[config.mk]
export PLATFORM = sky130hd
export DESIGN_NAME = cache_wb_engine
export DESIGN_NICKNAME = d
export VERILOG_FILES = /design/src/rtl/cache_wb_engine.sv
export SDC_FILE = /design/constraint.sdc
export NUM_CORES = 1
export LEC_CHECK = 0
export ABC_AREA = 1
export BUFFER_PORTS_ARGS = -buffer_cell sky130_fd_sc_hd__buf_2
export CAP_MARGIN = 15
export CORE_AREA = 2 2 470 472
export DETAILED_ROUTE_END_ITERATION = 8
export DIE_AREA = 0 0 472 474
export PLACE_DENSITY_LB_ADDON = 0.05
export REMOVE_ABC_BUFFERS = 1
export SLEW_MARGIN = 10
export SYNTH_ARGS = -nofsm -noshare
export SYNTH_HDL_FRONTEND = slang
export SYNTH_SLANG_ARGS = --single-unit
[constraint.sdc]
create_clock -name clk_i -period 1.55 [get_ports clk_i]
set_input_delay 0.31 -clock clk_i [delete_from_list [all_inputs] [get_ports clk_i]]
set_output_delay 0.31 -clock clk_i [all_outputs]
set_load 0.05 [all_outputs]
[src/rtl/cache_wb_engine.sv]
// Write-back / eviction engine for a single cache line register group.
// Reads the line status on request, streams a valid+dirty line to memory as
// BEAT_WIDTH beats (address, data, response channels with valid/ready), then
// clears valid, dirty and evict-pending through the line group's enables.
// Build option: define CACHE_WB_SNAPSHOT_EN to copy the line data into an
// internal buffer at accept, so the line may change right after accept.
// Without it, beats are taken live from line_data_i.
//
// state | meaning
// IDLE  | waiting for an eviction request, req_ready_o high
// ADDR  | presenting the write-back address
// DATA  | streaming beats, beat counter k selects the slice
// RESP  | waiting for the memory write response
// CLEAR | one-cycle completion: pulse enables, done_o, err_o
module cache_wb_engine #(
  parameter  int TAG_BITS   = 51,
  parameter  int DATA_WIDTH = 1024,
  parameter  int BEAT_WIDTH = 64,
  localparam int BEATS      = DATA_WIDTH / BEAT_WIDTH,
  localparam int OFF_BITS   = $clog2(DATA_WIDTH / 8)
) (
  input  logic                         clk_i,
  input  logic                         arst_ni,
  input  logic                         req_valid_i,
  output logic                         req_ready_o,
  input  logic [TAG_BITS-1:0]          line_tag_i,
  input  logic                         line_val_i,
  input  logic                         line_dirty_i,
  input  logic                         line_evp_i,
  input  logic [DATA_WIDTH-1:0]        line_data_i,
  output logic                         val_en_o,
  output logic                         val_o,
  output logic                         dirty_en_o,
  output logic                         dirty_o,
  output logic                         evp_en_o,
  output logic                         evp_o,
  output logic                         mem_addr_valid_o,
  input  logic                         mem_addr_ready_i,
  output logic [TAG_BITS+OFF_BITS-1:0] mem_addr_o,
  output logic                         mem_data_valid_o,
  input  logic                         mem_data_ready_i,
  output logic [BEAT_WIDTH-1:0]        mem_data_o,
  output logic                         mem_data_last_o,
  input  logic                         mem_resp_valid_i,
  output logic                         mem_resp_ready_o,
  input  logic                         mem_resp_err_i,
  output logic                         done_o,
  output logic                         err_o
);

  localparam int K_BITS = (BEATS > 1) ? $clog2(BEATS) : 1;

  typedef enum logic [2:0] {
    S_IDLE,
    S_ADDR,
    S_DATA,
    S_RESP,
    S_CLEAR
  } state_t;

  state_t                state_q, state_d;
  logic [TAG_BITS-1:0]   tag_q;
  logic [K_BITS-1:0]     k_q;
  logic                  err_q;
  logic                  accept;
  logic                  beat_hs;
  logic                  last_beat;
  logic [DATA_WIDTH-1:0] line_src;

  // Evict-pending is informational only; it never gates a request.
  logic unused_evp;
  assign unused_evp = line_evp_i;

  assign accept    = (state_q == S_IDLE) && req_valid_i;
  assign beat_hs   = (state_q == S_DATA) && mem_data_ready_i;
  assign last_beat = (k_q == K_BITS'(BEATS - 1));

`ifdef CACHE_WB_SNAPSHOT_EN
  logic [DATA_WIDTH-1:0] data_q;

  // Line snapshot taken at accept so the group can be refilled after done_o.
  always_ff @(posedge clk_i or negedge arst_ni) begin
    if (!arst_ni) begin
      data_q <= '0;
    end else if (accept) begin
      data_q <= line_data_i;
    end
  end

  assign line_src = data_q;
`else
  assign line_src = line_data_i;
`endif

  // State register.
  always_ff @(posedge clk_i or negedge arst_ni) begin
    if (!arst_ni) begin
      state_q <= S_IDLE;
    end else begin
      state_q <= state_d;
    end
  end

  // Captured tag, beat counter and response error flag.
  always_ff @(posedge clk_i or negedge arst_ni) begin
    if (!arst_ni) begin
      tag_q <= '0;
      k_q   <= '0;
      err_q <= 1'b0;
    end else begin
      if (accept) begin
        tag_q <= line_tag_i;
        err_q <= 1'b0;
      end
      if (beat_hs) begin
        k_q <= last_beat ? '0 : k_q + 1'b1;
      end
      if ((state_q == S_RESP) && mem_resp_valid_i) begin
        err_q <= mem_resp_err_i;
      end
    end
  end

  // Next-state and control outputs.
  always_comb begin
    state_d          = state_q;
    req_ready_o      = 1'b0;
    mem_addr_valid_o = 1'b0;
    mem_data_valid_o = 1'b0;
    mem_data_last_o  = 1'b0;
    mem_resp_ready_o = 1'b0;
    done_o           = 1'b0;
    err_o            = 1'b0;
    val_en_o         = 1'b0;
    dirty_en_o       = 1'b0;
    evp_en_o         = 1'b0;
    case (state_q)
      S_IDLE: begin
        req_ready_o = 1'b1;
        if (req_valid_i) begin
          state_d = (line_val_i && line_dirty_i) ? S_ADDR : S_CLEAR;
        end
      end
      S_ADDR: begin
        mem_addr_valid_o = 1'b1;
        if (mem_addr_ready_i) state_d = S_DATA;
      end
      S_DATA: begin
        mem_data_valid_o = 1'b1;
        mem_data_last_o  = last_beat;
        if (mem_data_ready_i && last_beat) state_d = S_RESP;
      end
      S_RESP: begin
        mem_resp_ready_o = 1'b1;
        if (mem_resp_valid_i) state_d = S_CLEAR;
      end
      S_CLEAR: begin
        // On a memory error the line stays valid and dirty for a retry.
        done_o     = 1'b1;
        err_o      = err_q;
        evp_en_o   = 1'b1;
        val_en_o   = !err_q;
        dirty_en_o = !err_q;
        state_d    = S_IDLE;
      end
      default: state_d = S_IDLE;
    endcase
  end

  assign val_o      = 1'b0;
  assign dirty_o    = 1'b0;
  assign evp_o      = 1'b0;
  assign mem_addr_o = {tag_q, {OFF_BITS{1'b0}}};
  assign mem_data_o = (state_q == S_DATA) ?
                      line_src[int'(k_q)*BEAT_WIDTH +: BEAT_WIDTH] : '0;

endmodule

==> impl_metrics.json, run 1 <==
{
  "arrival_ns": 2.40,
  "cp-start-kind": "flip-flop",
  "endpoint_kind": "output pin",
  "cts_tree": "built",
  "post_drt_wl_per_cell_um": 23.0,
  "dp_slack_ns": -1.14,
  "yosys_warnings": 0,
  "required_ns": 1.24,
  "vias": 26300,
  "irDropWorstVdd_uv": 637,
  "hp-class": "in -> reg",
  "die_area_um2": 224000,
  "fin_crit_sh_pct": 175,
  "hold_ws_ns": 0.169,
  "port_buffers": 1208,
  "setup_violations": 132,
  "boundaryPins": 1220,
  "dp_hpwl_um": 141000,
  "grt.total_usage_pct": 14.7,
  "fp.dieH_um": 474,
  "synth_top_family_by_area": "simple AND/OR/NAND/NOR gates",
  "clock_sinks": 59,
  "ys_ff_latch": 59,
  "totalWireLength_um": 179000,
  "clock_latency_ns": 0.36,
  "core-area_um2": 219000,
  "clockRootBuffer": "clkbuf_16",
  "htree_levels": 3,
  "p_per_area_nw_per_um2": 2100,
  "grt_max_degree": 58,
  "placementRows": 172,
  "setup_tns_ns": -80.56,
  "rsz0062_at_grt": "true",
  "die_x_um": 472,
  "worstSetupPathType": "reg -> out",
  "holdPathStages": 2,
  "synthXorXnorAreaFrac_pct": 0.111,
  "cp_max_fo": 7,
  "synth_compound_area_share_pct": 3.24,
  "fmax_ghz": 0.369,
  "skew_ns": 0.0112,
  "reg2reg_depth": 8,
  "synth.avg_cell_area_um2": 4.64,
  "yosysSeqAreaShare_pct": 9.35,
  "start_util_pct": 7.22,
  "worstMarginPinSlew_ns": 0.519,
  "via_per_inst": 3.39,
  "synth.area.mux_share_pct": 3.64,
  "dp.cells": 7544,
  "setup_slack_ns": -1.16,
  "synth-simple-area-share_pct": 58.3,
  "cts_buffers": 9,
  "grt_pass1_vias": 27500,
  "detail_route.first_pass.iterations": 7,
  "final_antenna_net_count": 0,
  "post-route-min-period_ns": 2.71,
  "violations": "setup timing",
  "status": "finished, violations left",
  "antenna_found_initial": 169,
  "synth_area_um2": 15800,
  "fin_nets": 5936,
  "synth_adder_area_share_pct": 0.0793,
  "path_clk_slew_ns": 0.07,
  "leakagePower_nw": 19.9,
  "clk_path_buf_depth": 2,
  "total_power_mw": 74.0,
  "area_growth_pct": 123,
  "initialDrtViolationCount": 971,
  "slew_violations": 0,
  "place.gp.congestion": 0.826,
  "drive_above_1_share_pct": 50.8,
  "ys_types": 26,
  "cap_violations": 0,
  "postSynthCellCount": 3405,
  "grt_pass1_wl_um": 230000,
  "finalHoldViolations": 0,
  "stdcell_count": 7767,
  "drc": 0,
  "grt-ovfl-total": 0,
  "max_slew_margin_pct": 65.4
}
-- per-stage QoR --
stage / instance area [um2] / util [%]
after floorplan: 14500 / -
after global routing: 35200 / 16.1
final: 35200 / 16.1
after CTS: 31100 / 14.2
after detailed placement: 28100 / 12.8
after global placement: 28100 / 12.8
-- cell usage after synthesis, drive strengths merged --
library cell,n,share of area (%)
nand2,1740,41
inv,718,17
nand3,519,16
buf,194,7.3
a21oi,66,3.0
dfrtp,59,9.4
mux2,51,3.6
clkbuf,34,0.81
nor2,11,0.28
o21ai,5,0.16
nor3,2,0.095
xor2,2,0.11
a31oi,1,0.040
conb,1,0.024
ha,1,0.079
or2,1,0.040
-- critical path: stages, from the launching register on --
cell       delay (ns)
dfrtp_4          0.47
buf_12           0.13
buf_12           0.15
clkinv_16        0.10
buf_12           0.16
buf_16           0.15
buf_12           0.15
nand2_1          0.06
nand3_1          0.06
nand2_1          0.06
nand2_1          0.05
nand2_2          0.07
inv_2            0.04
a21oi_4          0.18
buf_12           0.17
-- timing repair --
item                                   CTS  global route
hold buffers                             1             0
pin swaps                              129           316
endpoints found under the hold margin    2             0
resized for setup                      404           690
setup buffers                           39            76
cloned                                  28            39
setup endpoints to repair              132           132
-- cells in the final DEF, fill, tap and decap left out, types with 44 or more instances in the layout --
cell | Yosys | final
buf_4 | 35 | 191
nand2_1 | 1739 | 1367
nand3_2 | 0 | 230
clkbuf_16 | 0 | 44
mux2_2 | 49 | 49
buf_2 | 131 | 1134
nand3_1 | 519 | 266
nand2_4 | 1 | 75
buf_12 | 0 | 161
buf_6 | 18 | 67
inv_1 | 716 | 673
dfrtp_1 | 59 | 56
nand2_2 | 0 | 297
-- final cells by class --
type	instances	area (um2)
tap	2871	3590
timing repair buffer	1648	13300
sequential	59	1490
timing repair inverter	5	150
inverter	718	2770
multi-input combinational	2409	13500
clock inverter	7	60.1
fill	26000	183000
antenna	41	103
clock buffer	9	225
-- where the power goes --
group | internal [mW] | switching (mW) | leakage [nW] | total [mW]
logic | 28.8 | 40.2 | 19.0 | 69.0
registers | 2.35 | 0.577 | 0.698 | 2.93
clock network | 1.11 | 0.944 | 0.131 | 2.05
-- kinds of logic after synthesis --
logic type,count (synthesis)
AND/OR/NAND/NOR,2273
buffers and inverters,946
AO/OA/AOI/OAI,72
flip-flops,59
multiplexers,51
XOR/XNOR,2
adder cells (fa/ha/maj),1
other,1
-- layer usage --
layer	wire length (um)	vias up	part of all wire, %	global-route usage [%]
met2	89100	932	50	26.7
met4	2040	120	1.1	1.64
met5	759	-	0.42	0
met1	76600	12100	43	17.9
met3	10500	265	5.9	3.71
li1	-	12900	-	-
-- final timing paths --
check	end	slack [ns]	start
min in group asynchronous	tag_q[8]$_DFFE_PN0P_	0.29	arst_ni
worst max register to register	tag_q[6]$_DFFE_PN0P_	-0.17	state_q[0]$_DFFE_PN0P_
worst min register to register	tag_q[3]$_DFFE_PN0P_	0.50	tag_q[3]$_DFFE_PN0P_
worst max-delay path	mem_data_o[39]	-1.16	k_q[0]$_DFFE_PN0P_
worst min-delay path	tag_q[12]$_DFFE_PN0P_	0.17	line_tag_i[12]
max in group asynchronous	tag_q[16]$_DFFE_PN0P_	0.68	arst_ni
-- flip-flops by register name, indices dropped and copies added, names as in the netlist --
register  count
k_q           4
state_q       3
err_q         1
tag_q        51
Power figures use the tool's default switching activity.
==> run 2: changes to the inputs <==
--- a/config.mk
+++ b/config.mk
@@ -8,9 +8,9 @@
 export ABC_AREA = 1
 export BUFFER_PORTS_ARGS = -buffer_cell sky130_fd_sc_hd__buf_2
 export CAP_MARGIN = 15
-export CORE_AREA = 2 2 470 472
+export CORE_AREA = 2 2 472 474
 export DETAILED_ROUTE_END_ITERATION = 8
-export DIE_AREA = 0 0 472 474
+export DIE_AREA = 0 0 474 476
 export PLACE_DENSITY_LB_ADDON = 0.05
 export REMOVE_ABC_BUFFERS = 1
 export SLEW_MARGIN = 10
==> constraint.sdc (replaced) <==
create_clock -name clk_i -period 3.23 [get_ports clk_i]
set_input_delay 0.646 -clock clk_i [delete_from_list [all_inputs] [get_ports clk_i]]
set_output_delay 0.646 -clock clk_i [all_outputs]
set_load 0.05 [all_outputs]
==> impl_metrics.json, run 2 (synthesized netlist as in run 1, its figures left out) <==
{
  "status": "complete, no violations",
  "clockRootBuffer": "clkbuf_16",
  "fin_nets": 5625,
  "endpoint_kind": "output pin",
  "drive_above_1_share_pct": 32.7,
  "clock_latency_ns": 0.37,
  "drc": 0,
  "pwr-share-clk_pct": 3.9,
  "cap_violations": 0,
  "post-route-min-period_ns": 3.13,
  "boundaryPins": 1220,
  "clk_path_buf_depth": 2,
  "grt_max_degree": 83,
  "cp_common_cell": "nand2_1",
  "core-area_um2": 221000,
  "cts_buffers": 9,
  "required_ns": 2.58,
  "rsz0062_at_grt": "true",
  "via_per_inst": 3.25,
  "largest-register": "tag_q",
  "intPower_mw": 8.96,
  "p_per_area_nw_per_um2": 923,
  "die_x_um": 474,
  "cp-start-kind": "flip-flop",
  "reg_top3": "tag_q (51), k_q (4), state_q (3)",
  "crit_chain": "buf_12, clkinv_16, buf_4, clkbuf_16, nand2_1, nand2_1, nand2_1, nand3_1, nand3_1, a21oi_2, buf_4",
  "final_common_cell": "nand2_1",
  "place.gp.congestion": 0.783,
  "hp-class": "in -> async",
  "grtUsageMet2_pct": 24.1,
  "clock_sinks": 59,
  "crit_family": "buffers and inverters",
  "busiest_layer": "met2",
  "die_area_um2": 226000,
  "htree_levels": 3,
  "finalHoldViolations": 0,
  "cp_max_fo": 14,
  "grt.total_usage_pct": 13.9,
  "power_frac_seq_pct": 5.6,
  "post_drt_wl_per_cell_um": 21.8,
  "crit_path_max_incr_delay_ns": 0.48,
  "use_met1_pct": 16.9,
  "fmax_ghz": 0.320,
  "crit_slowest_cell": "dfrtp_4",
  "leakagePower_nw": 16.4,
  "area_growth_pct": 73.2,
  "stdcell_count": 7573,
  "antenna_found_initial": 202,
  "grt_pass1_wl_um": 217000,
  "irDropWorstVdd_uv": 346,
  "initialDrtViolationCount": 1047,
  "worstSetupPathType": "reg -> out",
  "skew_ns": 0.00569,
  "cts_hold_buf": 0,
  "worstMarginPinSlew_ns": 0.882,
  "path_clk_slew_ns": 0.07,
  "largest_reg_flops": 51,
  "grt-ovfl-total": 0,
  "max_slew_margin_pct": 41.2,
  "port_buffers": 1208,
  "fin_crit_sh_pct": 96.8,
  "vias": 24600,
  "grt_pass1_vias": 25800,
  "cts_tree": "built",
  "slew_violations": 0,
  "final_cell_mix": "1735 x nand2_1, 1154 x buf_2, 713 x inv_1, 508 x nand3_1, 82 x buf_4",
  "placementRows": 173,
  "path_buf_inv": 5,
  "detail_route.first_pass.iterations": 5,
  "start_util_pct": 7.14,
  "totalWireLength_um": 165000,
  "total_power_mw": 25.2,
  "dp.cells": 7488,
  "hold_ws_ns": 0.252,
  "power_frac_comb_pct": 90.5,
  "final_antenna_net_count": 0,
  "netSwitchingPower_mw": 16.3,
  "dp_hpwl_um": 137000,
  "fp.dieH_um": 476,
  "setup_violations": 0,
  "arrival_ns": 2.48,
  "swShare_pct": 64.5,
  "grt_util_met3_pct": 4.27
}
## run 2: cell types whose count changed in the layout (fill, tap and decap cells not counted), moves of 47 or more
cell,change
nand3_1,+242
buf_4,-109
buf_6,-47
nand2_4,-73
nand2_1,+368
buf_12,-101
nand3_2,-220
nand2_2,-294
## run 2: timing repair
action / 4_1_cts / 5_1_grt
hold endpoints to repair: 0 / 0
setup endpoints to repair: 59 / 42
gates cloned: 3 / 4
setup buffers: 5 / 4
resized for setup: 50 / 47
pin swaps: 1 / 3
## run 2: cell type report
type                    count  area [um2]
fillers                 26800      194000
multi-input cells        2409       10500
repair buffers           1341        8420
well taps                2975        3720
inverters                 718        2740
flip-flops and latches     59        1490
clock buffers               9         225
diodes                     54         135
clock inverters             7        52.6
repair inverters            1        16.3
## run 2: power by group through the flow
stage / combinational [mW] / sequential, mW / clock (mW)
floorplan: 8.13 / 3.02 / 0
finish: 22.8 / 1.42 / 0.983
detailed placement: 22.6 / 1.47 / 0
global placement: 22.8 / 1.46 / 0
CTS: 23.4 / 1.41 / 1.03
global route: 25.3 / 1.46 / 1.06
## run 2: through the flow
| stage | utilization, % | instance area, um2 | TNS (ns) | setup slack [ns] |
|---|---|---|---|---|
| final | 12.4 | 27300 | 0 | 0.104 |
| after global routing | 12.3 | 27300 | -0.0403 | -0.0197 |
| after CTS | 12.2 | 26900 | 0 | 0.000522 |
| after detailed placement | 11.9 | 26200 | 0 | 0.0764 |
| after global placement | 11.9 | 26200 | 0 | 0.103 |
| after floorplan | - | 14500 | -854.64 | -12.60 |
## run 2: path summary, 6_finish.rpt
kind | startpoint | endpoint | slack (ns) | cells after the start
setup / recovery | k_q[0]$_DFFE_PN0P_ | mem_data_o[47] | 0.10 | 11
hold / removal | arst_ni | tag_q[18]$_DFFE_PN0P_ | 0.25 | 1
setup reg to reg | k_q[1]$_DFFE_PN0P_ | state_q[1]$_DFFE_PN0P_ | 1.14 | 9
hold reg to reg | tag_q[21]$_DFFE_PN0P_ | tag_q[21]$_DFFE_PN0P_ | 0.50 | 1
max in group asynchronous | arst_ni | tag_q[32]$_DFFE_PN0P_ | 2.18 | 2
min in group clk_i | tag_q[21]$_DFFE_PN0P_ | tag_q[21]$_DFFE_PN0P_ | 0.50 | 1
## run 2: metal layers
| layer | routed length, um | part of all wire (%) |
|---|---|---|
| met1 | 70200 | 42 |
| met2 | 78500 | 48 |
| met3 | 12300 | 7.4 |
| met4 | 3270 | 2.0 |
| met5 | 954 | 0.58 |
==> run 3: changes to the inputs <==
--- a/config.mk
+++ b/config.mk
@@ -11,6 +11,7 @@
 export CORE_AREA = 2 2 472 474
 export DETAILED_ROUTE_END_ITERATION = 8
 export DIE_AREA = 0 0 474 476
+export HOLD_SLACK_MARGIN = 0.03
 export PLACE_DENSITY_LB_ADDON = 0.05
 export REMOVE_ABC_BUFFERS = 1
 export SLEW_MARGIN = 10
==> constraint.sdc (replaced) <==
create_clock -name clk_i -period 3.23 [get_ports clk_i]
set_input_delay 0.323 -clock clk_i [delete_from_list [all_inputs] [get_ports clk_i]]
set_output_delay 0.323 -clock clk_i [all_outputs]
set_load 0.05 [all_outputs]
==> impl_metrics.json, run 3 (synthesized netlist as in run 1, its figures left out) <==
{
  "post-route-min-period_ns": 3.03,
  "hold_ws_ns": 0.101,
  "core-area_um2": 221000,
  "final_common_cell": "nand2_1",
  "p_per_area_nw_per_um2": 901,
  "arrival_ns": 2.71,
  "clock_sinks": 59,
  "grt_pass1_vias": 25600,
  "drc": 0,
  "post_drt_wl_per_cell_um": 21.6,
  "clock_latency_ns": 0.38,
  "fin_crit_sh_pct": 93.9,
  "drive_above_1_share_pct": 31.8,
  "slew_violations": 0,
  "cp_max_fo": 63,
  "die_area_um2": 226000,
  "start_util_pct": 7.14,
  "worstSetupPathType": "reg -> out",
  "multiInputGateArea_um2": 10400,
  "r2r-end": "state_q[1]$_DFFE_PN0P_",
  "reg2reg_slack_ns": 1.02,
  "dp_hpwl_um": 136000,
  "path_clk_slew_ns": 0.08,
  "port_buffers": 1208,
  "detail_route.first_pass.iterations": 5,
  "placementRows": 173,
  "fin_nets": 5603,
  "required_ns": 2.91,
  "grt_pass1_wl_um": 216000,
  "dpl_cell_area_um2": 26100,
  "place.gp.congestion": 0.785,
  "grt-ovfl-total": 0,
  "skew_ns": 0.0137,
  "fmax_ghz": 0.330,
  "worstMarginPinSlew_ns": 0.991,
  "status": "complete, no violations",
  "cts_buffers": 9,
  "via_per_inst": 3.22,
  "cap_violations": 0,
  "stdcell_area_um2": 26700,
  "regToRegStartpoint": "k_q[2]$_DFFE_PN0P_",
  "total_power_mw": 24.0,
  "endpoint_kind": "output pin",
  "setup_tns_ns": 0,
  "boundaryPins": 1220,
  "die_x_um": 474,
  "fill_cells": 27000,
  "finalHoldViolations": 0,
  "largest_reg_flops": 51,
  "initialDrtViolationCount": 1022,
  "totalWireLength_um": 163000,
  "leakagePower_nw": 16.2,
  "fp.dieH_um": 476,
  "rsz0062_at_grt": "true",
  "cp-start-kind": "flip-flop",
  "grt_max_degree": 64,
  "register_area_um2": 1490,
  "irDropWorstVdd_uv": 354,
  "largest-register": "tag_q",
  "antenna_found_initial": 212,
  "reg2reg_depth": 8,
  "hp-class": "in -> async",
  "grt.total_usage_pct": 13.8,
  "final_cell_mix": "1738 x nand2_1, 1168 x buf_2, 713 x inv_1, 519 x nand3_1, 75 x buf_4",
  "cts_hold_buf": 0,
  "cts_tree": "built",
  "max_slew_margin_pct": 33.9,
  "reg_top3": "tag_q (51), k_q (4), state_q (3)",
  "clk_path_buf_depth": 2,
  "clockRootBuffer": "clkbuf_16",
  "setup_violations": 0,
  "htree_levels": 3,
  "vias": 24300,
  "area_growth_pct": 68.9,
  "final_antenna_net_count": 0
}
[run 3: cell count changes in the layout (fill, tap and decap cells not counted), moves of 3 or more]
| cell | previous run | this run |
|---|---|---|
| a21oi_1 | 15 | 26 |
| a21oi_2 | 43 | 40 |
| a21oi_4 | 8 | 0 |
| buf_12 | 60 | 69 |
| buf_16 | 14 | 1 |
| buf_2 | 1154 | 1168 |
| buf_4 | 82 | 75 |
| buf_6 | 20 | 1 |
| clkbuf_16 | 13 | 9 |
| diode_2 | 54 | 58 |
| nand2_1 | 1735 | 1738 |
| nand2_2 | 3 | 0 |
| nand3_1 | 508 | 519 |
| nand3_2 | 10 | 0 |
[run 3: layout make-up]
type / instances / area share, %
tap: 2975 / 14.0
antenna: 58 / 0.544
multi-input combinational: 2409 / 38.9
clock inverter: 7 / 0.286
timing repair inverter: 1 / 0.0610
clock buffer: 9 / 0.845
timing repair buffer: 1319 / 29.5
sequential: 59 / 5.58
inverter: 718 / 10.3
[run 3: what timing repair did]
item / in CTS / in global routing
gates resized for setup: 1 / 9
gates cloned: 1 / 0
pin swaps: 0 / 0
setup endpoints to repair: 27 / 11
setup buffers: 5 / 0
[run 3: worst max path at each step]
stage | startpoint | slack [ns] | endpoint
detailed placement | k_q[0]$_DFFE_PN0P_ | 0.24 | mem_data_o[56]
global placement | k_q[0]$_DFFE_PN0P_ | 0.23 | mem_data_o[56]
floorplan | k_q[0]$_DFFE_PN0P_ | -12.28 | mem_data_o[0]
CTS | k_q[0]$_DFFE_PN0P_ | 0.01 | mem_data_o[9]
global route | k_q[0]$_DFFE_PN0P_ | -0.006 | mem_data_o[47]
finish | k_q[0]$_DFFE_PN0P_ | 0.20 | mem_data_o[59]
[run 3: report_power, final]
group	total, mW	leakage (nW)	internal [mW]	switching, mW
clock	1.06	0.143	0.603	0.461
sequential	1.49	0.698	1.13	0.360
combinational	21.5	15.3	6.56	14.9
[run 3: per-layer routing]
metal  GRT usage, %  vias up  routed length, um
li1               -    12200                  -
met1           16.6    10700              69200
met3           4.66      314              12700
met5              0        -                993
met4           1.69      156               1980
met2           24.2      906              78100
[run 3: per-stage QoR]
| stage | cells | setup slack, ns | utilization [%] |
|---|---|---|---|
| final | 7555 | 0.196 | 12.1 |
| after global routing | 7523 | -0.00608 | 12.0 |
| after CTS | 7497 | 0.0106 | 12.0 |
| after detailed placement | 7475 | 0.235 | 11.8 |
| after global placement | 7475 | 0.235 | 11.8 |
| after floorplan | 3186 | -12.28 | - |
[run 3: critical path: stages (launching register included)]
cell and delay [ns]:
dfrtp_4 0.59, buf_4 0.18, buf_4 0.19, buf_16 0.21
nand2_1 0.22, nand3_1 0.10, nand2_1 0.11, nand2_1 0.05
nand2_1 0.08, inv_1 0.06, a21oi_2 0.18, clkbuf_4 0.28
